===== src/rtl/line_pkg.sv =====
// Shared definitions for the half-duplex line transceiver pair.
// Receive FSM states and the line levels of a UART-style frame.
package line_pkg;

    typedef enum logic [1:0] {
        IDLE,
        START,
        DATA,
        STOP
    } rx_state_t;

    localparam logic LINE_IDLE = 1'b1;
    localparam logic START_BIT = 1'b0;
    localparam logic STOP_BIT  = 1'b1;

endpackage


===== src/rtl/line_sync2.sv =====
// Two-flop synchronizer for asynchronous pad inputs.
// The reset value is a parameter so idle-high and idle-low pads can share it.
module line_sync2
    import line_pkg::*;
#(
    parameter logic RESET_VAL = LINE_IDLE
) (
    input  logic clk,
    input  logic rst,
    input  logic i_async,
    output logic o_sync
);

    logic r_meta;
    logic r_sync;

    always_ff @(posedge clk) begin
        if (rst) begin
            r_meta <= RESET_VAL;
            r_sync <= RESET_VAL;
        end else begin
            r_meta <= i_async;
            r_sync <= r_meta;
        end
    end

    assign o_sync = r_sync;

endmodule


===== src/rtl/half_duplex_line_rx.sv =====
// Receiver for the shared half-duplex line: recovers start/data/stop frames
// while the local driver is off and offers each word on a valid/ready port.
module half_duplex_line_rx
    import line_pkg::*;
#(
    parameter int CLKS_PER_BIT = 16,
    parameter int DATA_W       = 8
) (
    input  logic              clk,
    input  logic              rst,
    input  logic              line_in,
    input  logic              rx_en,
    output logic [DATA_W-1:0] data_out,
    output logic              data_valid,
    input  logic              data_ready,
    output logic              frame_err,
    output logic              overrun,
    output logic              busy
);

    localparam int CNT_W = $clog2(CLKS_PER_BIT);
    localparam int IDX_W = $clog2(DATA_W + 1);

    localparam logic [CNT_W-1:0] HALF_TERM = CNT_W'(CLKS_PER_BIT / 2 - 1);
    localparam logic [CNT_W-1:0] FULL_TERM = CNT_W'(CLKS_PER_BIT - 1);
    localparam logic [IDX_W-1:0] LAST_IDX  = IDX_W'(DATA_W - 1);
    localparam logic [IDX_W-1:0] DONE_IDX  = IDX_W'(DATA_W);

    logic              w_line_s;

    rx_state_t         r_state;
    rx_state_t         w_state_next;
    logic [CNT_W-1:0]  r_cnt;
    logic [CNT_W-1:0]  w_cnt_next;
    logic [IDX_W-1:0]  r_idx;
    logic [IDX_W-1:0]  w_idx_next;
    logic [DATA_W-1:0] r_shift;
    logic [DATA_W-1:0] w_shift_next;
    logic              w_load;
    logic              w_stop_bad;

    logic [DATA_W-1:0] r_data;
    logic              r_valid;
    logic              r_ferr;
    logic              r_ovr;

    line_sync2 #(
        .RESET_VAL (LINE_IDLE)
    ) u_line_sync (
        .clk     (clk),
        .rst     (rst),
        .i_async (line_in),
        .o_sync  (w_line_s)
    );

    // Dropping rx_en means the local driver owns the line, so any partial frame is abandoned.
    always_comb begin
        w_state_next = r_state;
        w_cnt_next   = r_cnt;
        w_idx_next   = r_idx;
        w_shift_next = r_shift;
        w_load       = 1'b0;
        w_stop_bad   = 1'b0;

        if (r_state != IDLE && !rx_en) begin
            w_state_next = IDLE;
            w_cnt_next   = '0;
            w_idx_next   = '0;
        end else begin
            case (r_state)
                IDLE: begin
                    if (rx_en && w_line_s == START_BIT) begin
                        w_state_next = START;
                        w_cnt_next   = '0;
                        w_idx_next   = '0;
                    end
                end

                START: begin
                    if (r_cnt == HALF_TERM) begin
                        w_cnt_next   = '0;
                        w_state_next = (w_line_s == START_BIT) ? DATA : IDLE;
                    end else begin
                        w_cnt_next = r_cnt + 1'b1;
                    end
                end

                DATA: begin
                    if (r_cnt == FULL_TERM) begin
                        w_cnt_next   = '0;
                        w_shift_next = {w_line_s, r_shift[DATA_W-1:1]};
                        if (r_idx == LAST_IDX) begin
                            w_state_next = STOP;
                            w_idx_next   = DONE_IDX;
                        end else begin
                            w_idx_next = r_idx + 1'b1;
                        end
                    end else begin
                        w_cnt_next = r_cnt + 1'b1;
                    end
                end

                STOP: begin
                    if (r_cnt == FULL_TERM) begin
                        w_cnt_next   = '0;
                        w_state_next = IDLE;
                        if (w_line_s == STOP_BIT) begin
                            w_load = 1'b1;
                        end else begin
                            w_stop_bad = 1'b1;
                        end
                    end else begin
                        w_cnt_next = r_cnt + 1'b1;
                    end
                end

                default: begin
                    w_state_next = IDLE;
                    w_cnt_next   = '0;
                    w_idx_next   = '0;
                end
            endcase
        end
    end

    always_ff @(posedge clk) begin
        if (rst) begin
            r_state <= IDLE;
            r_cnt   <= '0;
            r_idx   <= '0;
            r_shift <= '0;
        end else begin
            r_state <= w_state_next;
            r_cnt   <= w_cnt_next;
            r_idx   <= w_idx_next;
            r_shift <= w_shift_next;
        end
    end

    // Single-entry holding register: a fresh word always replaces an unread one.
    always_ff @(posedge clk) begin
        if (rst) begin
            r_data  <= '0;
            r_valid <= 1'b0;
            r_ferr  <= 1'b0;
            r_ovr   <= 1'b0;
        end else begin
            r_ferr <= w_stop_bad;
            r_ovr  <= 1'b0;
            if (w_load) begin
                r_data  <= r_shift;
                r_valid <= 1'b1;
                r_ovr   <= r_valid && !data_ready;
            end else if (r_valid && data_ready) begin
                r_valid <= 1'b0;
            end
        end
    end

    assign data_out   = r_data;
    assign data_valid = r_valid;
    assign frame_err  = r_ferr;
    assign overrun    = r_ovr;
    assign busy       = (r_state != IDLE);

endmodule

===== config.mk =====
export PLATFORM = sky130hd
export DESIGN_NAME = half_duplex_line_rx
export DESIGN_NICKNAME = d
export VERILOG_FILES = /design/src/rtl/line_pkg.sv /design/src/rtl/line_sync2.sv /design/src/rtl/half_duplex_line_rx.sv
export SDC_FILE = /design/constraint.sdc
export NUM_CORES = 1
export LEC_CHECK = 0
export ABC_AREA = 1
export ABC_CLOCK_PERIOD_IN_PS = 1300
export BUFFER_PORTS_ARGS = -buffer_cell sky130_fd_sc_hd__buf_2
export CAP_MARGIN = 5
export CORE_UTILIZATION = 40
export DETAILED_ROUTE_END_ITERATION = 12
export PLACE_DENSITY_LB_ADDON = 0.08
export SLEW_MARGIN = 10
export SYNTH_ARGS = -nofsm -noshare
export SYNTH_HDL_FRONTEND = slang
export SYNTH_SLANG_ARGS = --single-unit

===== constraint.sdc =====
create_clock -name clk -period 1.3 [get_ports clk]
set_input_delay 0.195 -clock clk [delete_from_list [all_inputs] [get_ports clk]]
set_output_delay 0.195 -clock clk [all_outputs]
set_load 0.01 [all_outputs]

==> out/results.ini, run 1 <==
[hold_path]
hold_class=in -> reg
min_to=overrun$_SDFF_PP0_
hold_path_depth=2
hp-start=data_ready

[synth]
yosysSeqAreaShare=0.4774
yosysUniqueCellTypes=23
synth_top_area_frac=0.4774
yosysTopAreaCell=dfxtp_1
synth_area_per_cell_sq_um=7.514
synth_area_sq_um=1300
syn-num-nets=180
synthTopCellsByArea=dfxtp_1, nand2_1, a21oi_1
synth_seq_cells=31
yosysWarningCount=0
synth_cells=173

[layout]
nets=216
drive_gt1_frac=0.3857
utilization=0.5776
final_area_sq_um=1778
final_cell_mix=nand2_1, dfxtp_1, nor2_1
diodes=0
layout_commonest_cell=nand2_1
area_delta_synth_final_pct=36.77
post_layout_nonfiller_instances=254

[cts]
clock-sinks=31
cts.path.max_buffers=2
cts.htree.levels=2
worstSkewPairLatency_ns=0.34
cts_tree=done
path_clk_slew_ns=0.10
cts_root_buffer=clkbuf_4
cts_made_buffers=5
postCtsHoldBufs=0

[sta]
setup_viol=6
grt_setup_unrepaired=yes
tightest_slew_ns=0.3434
finalHoldViolCount=0
slew_violations=0
final.period_utilization=1.021
timing.slew.headroom=0.7711
skew_ns=0.01169
worst_slack_ns=-0.02759
finalCriticalPeriod_ns=1.328
fmax_mhz=753.2

[floorplanning]
rows=20
die_x_um=59.01
pin_count=17
fp.dieArea_sq_um=3482
core_area_sq_um=3078
die_h_um=59.01
start_util=0.4224

[routing]
detail-route-antenna-nets=0
via_per_inst=5.000
drc=0
vias=1270
drt_iter0_drc=65
first_pass_iters=4
routed_wl_um=3104
wire_per_inst_um=12.22

[critical_path]
cpPeakStageDelay_ns=0.37
r2r_end=data_out[3]$_SDFFE_PP0P_
worstPathRequired_ns=1.56
rr_worst_depth=7
cp_max_fo=8
path_delay_family=simple AND/OR/NAND/NOR gates
critPathBufInv=0
r2r_setup_slack_ns=-0.03
arrival_ns=1.59
endpoint_kind=flop
crit_top_cell=nor2_4
worstPathCellList=ha_4, nand2_4, nor2_4, nand3_2, nor2_4, nand2_1, a21oi_1
startpoint_type=flop
slowest_stage=dfxtp_2
worstSetupPathType=reg -> reg
r2r_start=r_cnt[0]$_SDFFE_PP0P_

[power_and_ir_drop]
p_switching_uw=529.2
p_int_mw=1.527
p_leak_nw=0.7276
clockPowerShare=0.387
combPwrFrac=0.131
power.total_mw=2.056
p_seq_frac=0.483
netSwitchingFraction=0.2574
ir_drop_mv=0.6551
powerDensity_nw_per_um2=1156

[place]
io_buffers=16
dpl-instance-area_sq_um=1501
gp_congestion=0.8256
dp.cells=241
dpl.hpwl_um=1957

[run]
drv_cap=0

[grt]
grt_pass1_vias=1044
grt_overflow_total=0
track_usage=0.1811
antenna_found_initial=0
grt_max_degree=15
grt_pass1_wl_um=4581

[outcome]
violations=negative setup slack
status=complete, but fails checks

[metrics by stage]
| stage | hold slack, ns | TNS (ns) | setup WS, ns |
|---|---|---|---|
| 3_5_place_dp | 0.3796 | -1.345 | -0.1110 |
| 4_1_cts | 0.01192 | -0.3118 | -0.05591 |
| 2_1_floorplan | 0.2737 | 0 | 0.04077 |
| 3_3_place_gp | 0.3739 | -0.5214 | -0.06607 |
| 5_1_grt | 0.03160 | -1.212 | -0.1024 |
| 6_report | 0.04545 | -0.06632 | -0.02759 |
[cells in the mapped netlist]
cell      instances
nor2_1           19
nor4_1            2
nor2_4            2
ha_1              2
nand3_2           1
nand2_2           3
nand4_2           1
inv_1            13
clkbuf_1          1
o21ai_1           1
o21ai_0          14
o21a_1            1
a21oi_1          21
o211ai_1          2
dfxtp_1          31
buf_2             1
nand3_1           9
nand2_1          43
nor2_2            1
buf_4             1
nor3_1            1
or2_2             2
o32ai_1           1
[cell type report]
cell class                 instances  area (sq um)
tap                               44         55.05
fill                             295          1300
clock buffer                       6         51.30
multi-input combinational        126         749.5
inverter                          13         48.80
timing repair buffer              32         207.7
sequential                        31         630.6
clock inverter                     2         35.03
[metal layers]
metal,vias up,wire length [um],GRT usage
li1,645,-,-
met3,7,149,0.04803
met4,0,53,0.1156
met2,38,1404,0.2597
met5,-,0,0
met1,580,1497,0.2398
[state kept, by name, summed over array words and instances, names as in the netlist, named ones only]
register and cells:
u_line_sync.o_sync 1, r_cnt 4, data_valid 1, u_line_sync.r_meta 1, r_state 1, r_shift 8, frame_err 1, r_idx 4
data_out 8, overrun 1
[kinds of logic after synthesis]
logic type	synth area share
AO/OA/AOI/OAI	0.1627
AND/OR/NAND/NOR	0.2907
buffers and inverters	0.05005
flip-flops	0.4774
adder cells (fa/ha/maj)	0.01925
[power groups by stage]
stage,Clock (mW),Combinational (mW),Sequential (mW)
after detailed placement,0,0.206,1.01
after floorplan,0,0.127,1.00
final,0.795,0.269,0.992
after CTS,0.811,0.216,0.989
after global placement,0,0.203,1.00
after global routing,0.850,0.296,0.995
[how the worst max path moves through the flow]
stage	depth (start not counted)	from	end	slack (ns)
after floorplan	8	r_cnt[0]$_SDFFE_PP0P_	r_idx[0]$_SDFFE_PP0P_	0.04
after global placement	7	r_cnt[1]$_SDFFE_PP0P_	data_out[5]$_SDFFE_PP0P_	-0.07
after detailed placement	6	r_cnt[1]$_SDFFE_PP0P_	r_shift[3]$_SDFFE_PP0P_	-0.11
after CTS	7	r_cnt[1]$_SDFFE_PP0P_	data_out[3]$_SDFFE_PP0P_	-0.06
after global routing	7	r_cnt[0]$_SDFFE_PP0P_	data_out[3]$_SDFFE_PP0P_	-0.10
final	7	r_cnt[0]$_SDFFE_PP0P_	data_out[3]$_SDFFE_PP0P_	-0.03
[what timing repair did]
item,4_1_cts,5_1_grt
gates resized for setup,11,40
endpoints found under the setup margin,24,26
gates cloned,0,0
setup buffers,2,3
pin swaps,6,11
Note: power is estimated with default switching activity, not from simulation.
==> inputs of run 2 (changes only) <==
Settings changed: CORE_UTILIZATION 40 to 45.
==> out/results.ini, run 2 (synthesis results as in run 1) <==
[outcome]
status=complete, but fails checks
violations=negative setup slack

[sta]
finalHoldViolCount=0
final.period_utilization=1.020
fmax_mhz=754.4
skew_ns=0.003812
slew_violations=0
timing.slew.headroom=0.7837
setup_viol=8
worst_slack_ns=-0.02562
grt_setup_unrepaired=yes
finalSetupTns_ns=-0.1314
tightest_slew_ns=0.3241
finalCriticalPeriod_ns=1.326

[cts]
worstSkewPairLatency_ns=0.33
path_clk_slew_ns=0.09
cts.htree.levels=2
cts_root_buffer=clkbuf_4
cts_made_buffers=5
cts_tree=done
clock-sinks=31
cts.path.max_buffers=2

[layout]
drive_gt1_frac=0.3223
layout_commonest_cell=nand2_1
nets=218
fillers=273
final_cell_mix=nand2_1, dfxtp_1, a21oi_1
utilization=0.6121
area_delta_synth_final_pct=29.84
post_layout_nonfiller_instances=242
diodes=0

[routing]
detail-route-antenna-nets=0
via_per_inst=5.091
drt_iter0_drc=50
vias=1232
drc=0
wire_per_inst_um=11.92
first_pass_iters=4
routed_wl_um=2885

[critical_path]
endpoint_kind=flop
r2r_start=r_cnt[1]$_SDFFE_PP0P_
slowest_stage=dfxtp_2
r2r_setup_slack_ns=-0.03
r2r_end=data_out[4]$_SDFFE_PP0P_
worstSetupPathType=reg -> reg
cp_max_fo=8
startpoint=r_cnt[1]$_SDFFE_PP0P_
rr_worst_depth=7
cpPeakStageDelay_ns=0.37
crit_top_cell=nor2_4
worstPathCellList=ha_4, nand2_4, nor2_4, nand3_4, nor2_4, nand2_1, a21oi_1
startpoint_type=flop
arrival_ns=1.59
worstPathRequired_ns=1.57

[grt]
grt_overflow_total=0
track_usage=0.2011
grt_max_degree=15
antenna_found_initial=0
grt_pass1_vias=1115
grt_pass1_wl_um=4774

[floorplanning]
start_util=0.4714
die_h_um=55.75
core_area_sq_um=2758
pin_count=17
rows=19
die_x_um=55.75
fp.dieArea_sq_um=3108

[power_and_ir_drop]
p_leak_nw=0.7155
powerDensity_nw_per_um2=1097
ir_drop_mv=0.9906

[hold_path]
min_to=overrun$_SDFF_PP0_
hold_path_depth=2
hold_class=in -> reg
hp-start=data_ready

[place]
dp.cells=229
gp_congestion=0.7772
dpl.hpwl_um=1969
io_buffers=16

[run]
drv_cap=0

[run 2: report_power, final]
group	leakage [nW]	internal (mW)	total (mW)	switching (mW)
Combinational	0.429	0.132	0.286	0.154
Clock	0.0341	0.250	0.573	0.323
Sequential	0.253	0.970	0.993	0.0226
Total	0.716	1.35	1.85	0.500
[run 2: routing by layer]
layer / up-vias / wire [um] / global-route usage
met4: 0 / 46 / 0.08571
met2: 22 / 1275 / 0.3115
met3: 6 / 119 / 0.07674
met1: 557 / 1444 / 0.2493
met5: - / 0 / 0
li1: 647 / - / -
[run 2: through the flow]
step / cell area [sq um] / hold WS (ns) / worst slack, ns / power, mW
after CTS: 1615 / 0.01623 / -0.06254 / 1.817
after detailed placement: 1493 / 0.3783 / -0.09525 / 1.220
after global routing: 1688 / 0.02563 / -0.1241 / 1.943
final: 1688 / 0.03833 / -0.02562 / 1.852
after global placement: 1493 / 0.3743 / -0.03561 / 1.217
after floorplan: 1300 / 0.2737 / 0.04077 / 1.131
[run 2: worst max-delay path, delay by kind of cell (launching register included)]
kind / cells / cell delay [ns]
AND/OR/NAND/NOR: 5 / 0.60
flip-flops: 1 / 0.37
adder cells (fa/ha/maj): 1 / 0.17
AO/OA/AOI/OAI: 1 / 0.12
[run 2: cell type report]
cell class | count | area, sq um | area share
Clock buffer | 6 | 51.30 | 0.03039
Clock inverter | 1 | 5.005 | 0.002965
Inverter | 13 | 51.30 | 0.03039
Multi-Input combinational cell | 126 | 681.9 | 0.4040
Sequential cell | 31 | 630.6 | 0.3736
Tap cell | 31 | 38.79 | 0.02298
Timing Repair Buffer | 34 | 229.0 | 0.1357
[run 2: timing repair]
action                                 in CTS  in global routing
setup endpoints to repair                  22                 25
setup buffers                               5                  1
pin swaps                                   8                  3
gates resized for setup                    10                 22
endpoints found under the hold margin       0                  0
hold buffers                                0                  0
[run 2: how the worst max path moves through the flow]
| stage | endpoint | cells after the start | slack [ns] |
|---|---|---|---|
| after global routing | data_out[5]$_SDFFE_PP0P_ | 6 | -0.12 |
| after detailed placement | data_out[5]$_SDFFE_PP0P_ | 7 | -0.1 |
| after floorplan | r_idx[0]$_SDFFE_PP0P_ | 8 | 0.04 |
| after CTS | data_out[0]$_SDFFE_PP0P_ | 7 | -0.06 |
| after global placement | data_out[3]$_SDFFE_PP0P_ | 7 | -0.04 |
| final | data_out[4]$_SDFFE_PP0P_ | 7 | -0.03 |
==> inputs of run 3 (changes only) <==
Settings changed: ABC_CLOCK_PERIOD_IN_PS 1300 to 1200.
Clock period 1.3 ns to 1.2 ns, I/O delays scaled along.
==> out/results.ini, run 3 (synthesis results as in run 1) <==
[cts]
cts.path.max_buffers=2
worstSkewPairLatency_ns=0.33
cts_root_buffer=clkbuf_4
cts.htree.levels=2
cts_made_buffers=5
path_clk_slew_ns=0.09
cts_tree=done
clock-sinks=31

[grt]
grt_util_met3=0.07674
grt_max_degree=11
use_met1=0.2493
grt_overflow_total=0
track_usage=0.2064
grtUsageMet2=0.3287
antenna_found_initial=0
grt_pass1_wl_um=4899
grt_pass1_vias=1155
busiest_layer=met2

[sta]
finalCriticalPeriod_ns=1.292
setup_viol=25
skew_ns=0.003262
grt_setup_unrepaired=yes
fmax_mhz=773.8
timing.slew.headroom=0.8336
holdWs_ns=0.02382
worst_slack_ns=-0.09227
finalHoldViolCount=0
slew_violations=0
final.period_utilization=1.077
tightest_slew_ns=0.2490

[layout]
drive_gt1_frac=0.3853
fillers=253
final_area_sq_um=1794
diodes=0
nets=224
area_delta_synth_final_pct=38.02
post_layout_nonfiller_instances=249
layout_commonest_cell=nand2_1
final_cell_mix=nand2_1, dfxtp_1, buf_4

[floorplanning]
fp.dieArea_sq_um=3108
start_util=0.4714
die_h_um=55.75
rows=19
die_x_um=55.75
core_area_sq_um=2758
pin_count=17

[outcome]
status=complete, but fails checks
violations=negative setup slack

[power_and_ir_drop]
ir_drop_mv=1.128
power.total_mw=2.265
p_leak_nw=0.7325
powerDensity_nw_per_um2=1262

[routing]
first_pass_iters=4
wire_per_inst_um=11.75
via_per_inst=5.040
drc=0
vias=1255
routed_wl_um=2925
detail-route-antenna-nets=0
drt_iter0_drc=50

[critical_path]
cp_max_fo=10
arrival_ns=1.55
worstSetupPathType=reg -> reg
endpoint_kind=flop
startpoint_type=flop
worstPathRequired_ns=1.46

[run]
drv_cap=0

[place]
io_buffers=16
gp_congestion=0.7982
dp.cells=235
dpl.hpwl_um=2184
post-place-ws_ns=-0.1596
dpl-instance-area_sq_um=1559

[hold_path]
hold_class=in -> reg

-- run 3: changes by cell type in the layout (fill, tap and decap cells not counted), moves of 2 or more --
cell     before  now
buf_4        16   21
dfxtp_2       2    5
nand2_2       4    8
o21ai_0      10    5
nand2_1      40   37
dfxtp_1      27   24
a21oi_1      20   18
o21ai_1       3    8
a21oi_2       1    3
-- run 3: path summary, 6_finish.rpt --
path	from	endpoint	slack [ns]	cells after the start
max	r_cnt[1]$_SDFFE_PP0P_	r_shift[0]$_SDFFE_PP0P_	-0.09	6
min	line_in	u_line_sync.r_meta$_SDFF_PP1_	0.02	2
max reg2reg	r_cnt[1]$_SDFFE_PP0P_	r_shift[0]$_SDFFE_PP0P_	-0.09	6
min reg2reg	u_line_sync.r_meta$_SDFF_PP1_	u_line_sync.o_sync$_SDFF_PP1_	0.43	1
-- run 3: worst max-delay path, stage by stage (launching register included) --
cell     delay [ns]
dfxtp_2        0.36
ha_4           0.15
nand3_1        0.14
nor2_2         0.17
buf_6          0.16
nand3_1        0.07
a21oi_1        0.17
-- run 3: power breakdown --
part / switching, mW / leakage [nW] / internal (mW)
sequential: 0.0240 / 0.253 / 1.05
clock: 0.360 / 0.0482 / 0.492
combinational: 0.178 / 0.431 / 0.159
-- run 3: layer usage --
metal  vias up  wire length (um)
li1        668                 -
met1       559              1354
met2        25              1397
met3         3               134
met4         0                38
met5         -                 0
-- run 3: layout make-up --
| cell class | instances | area [sq um] | area share |
|---|---|---|---|
| flip-flops and latches | 31 | 634.4 | 0.3536 |
| clock buffers | 6 | 51.30 | 0.02859 |
| multi-input cells | 126 | 704.4 | 0.3926 |
| inverters | 13 | 53.80 | 0.02999 |
| well taps | 31 | 38.79 | 0.02162 |
| repair buffers | 40 | 276.5 | 0.1541 |
| clock inverters | 2 | 35.03 | 0.01953 |
-- run 3: through the flow --
| step | TNS, ns | utilization |
|---|---|---|
| 3_3_place_gp | -1.114 | 0.5653 |
| 2_1_floorplan | 0 | - |
| 5_1_grt | -3.981 | 0.6506 |
| 4_1_cts | -1.678 | 0.6116 |
| 3_5_place_dp | -1.906 | 0.5653 |
| 6_report | -1.309 | 0.6506 |
-- run 3: timing repair --
action                     in CTS  in global routing
hold endpoints to repair        1                  0
buffers inserted                2                  3
hold buffers                    1                  0
pin swaps                       5                  2
resized for setup               9                 33
setup endpoints to repair      26                 26
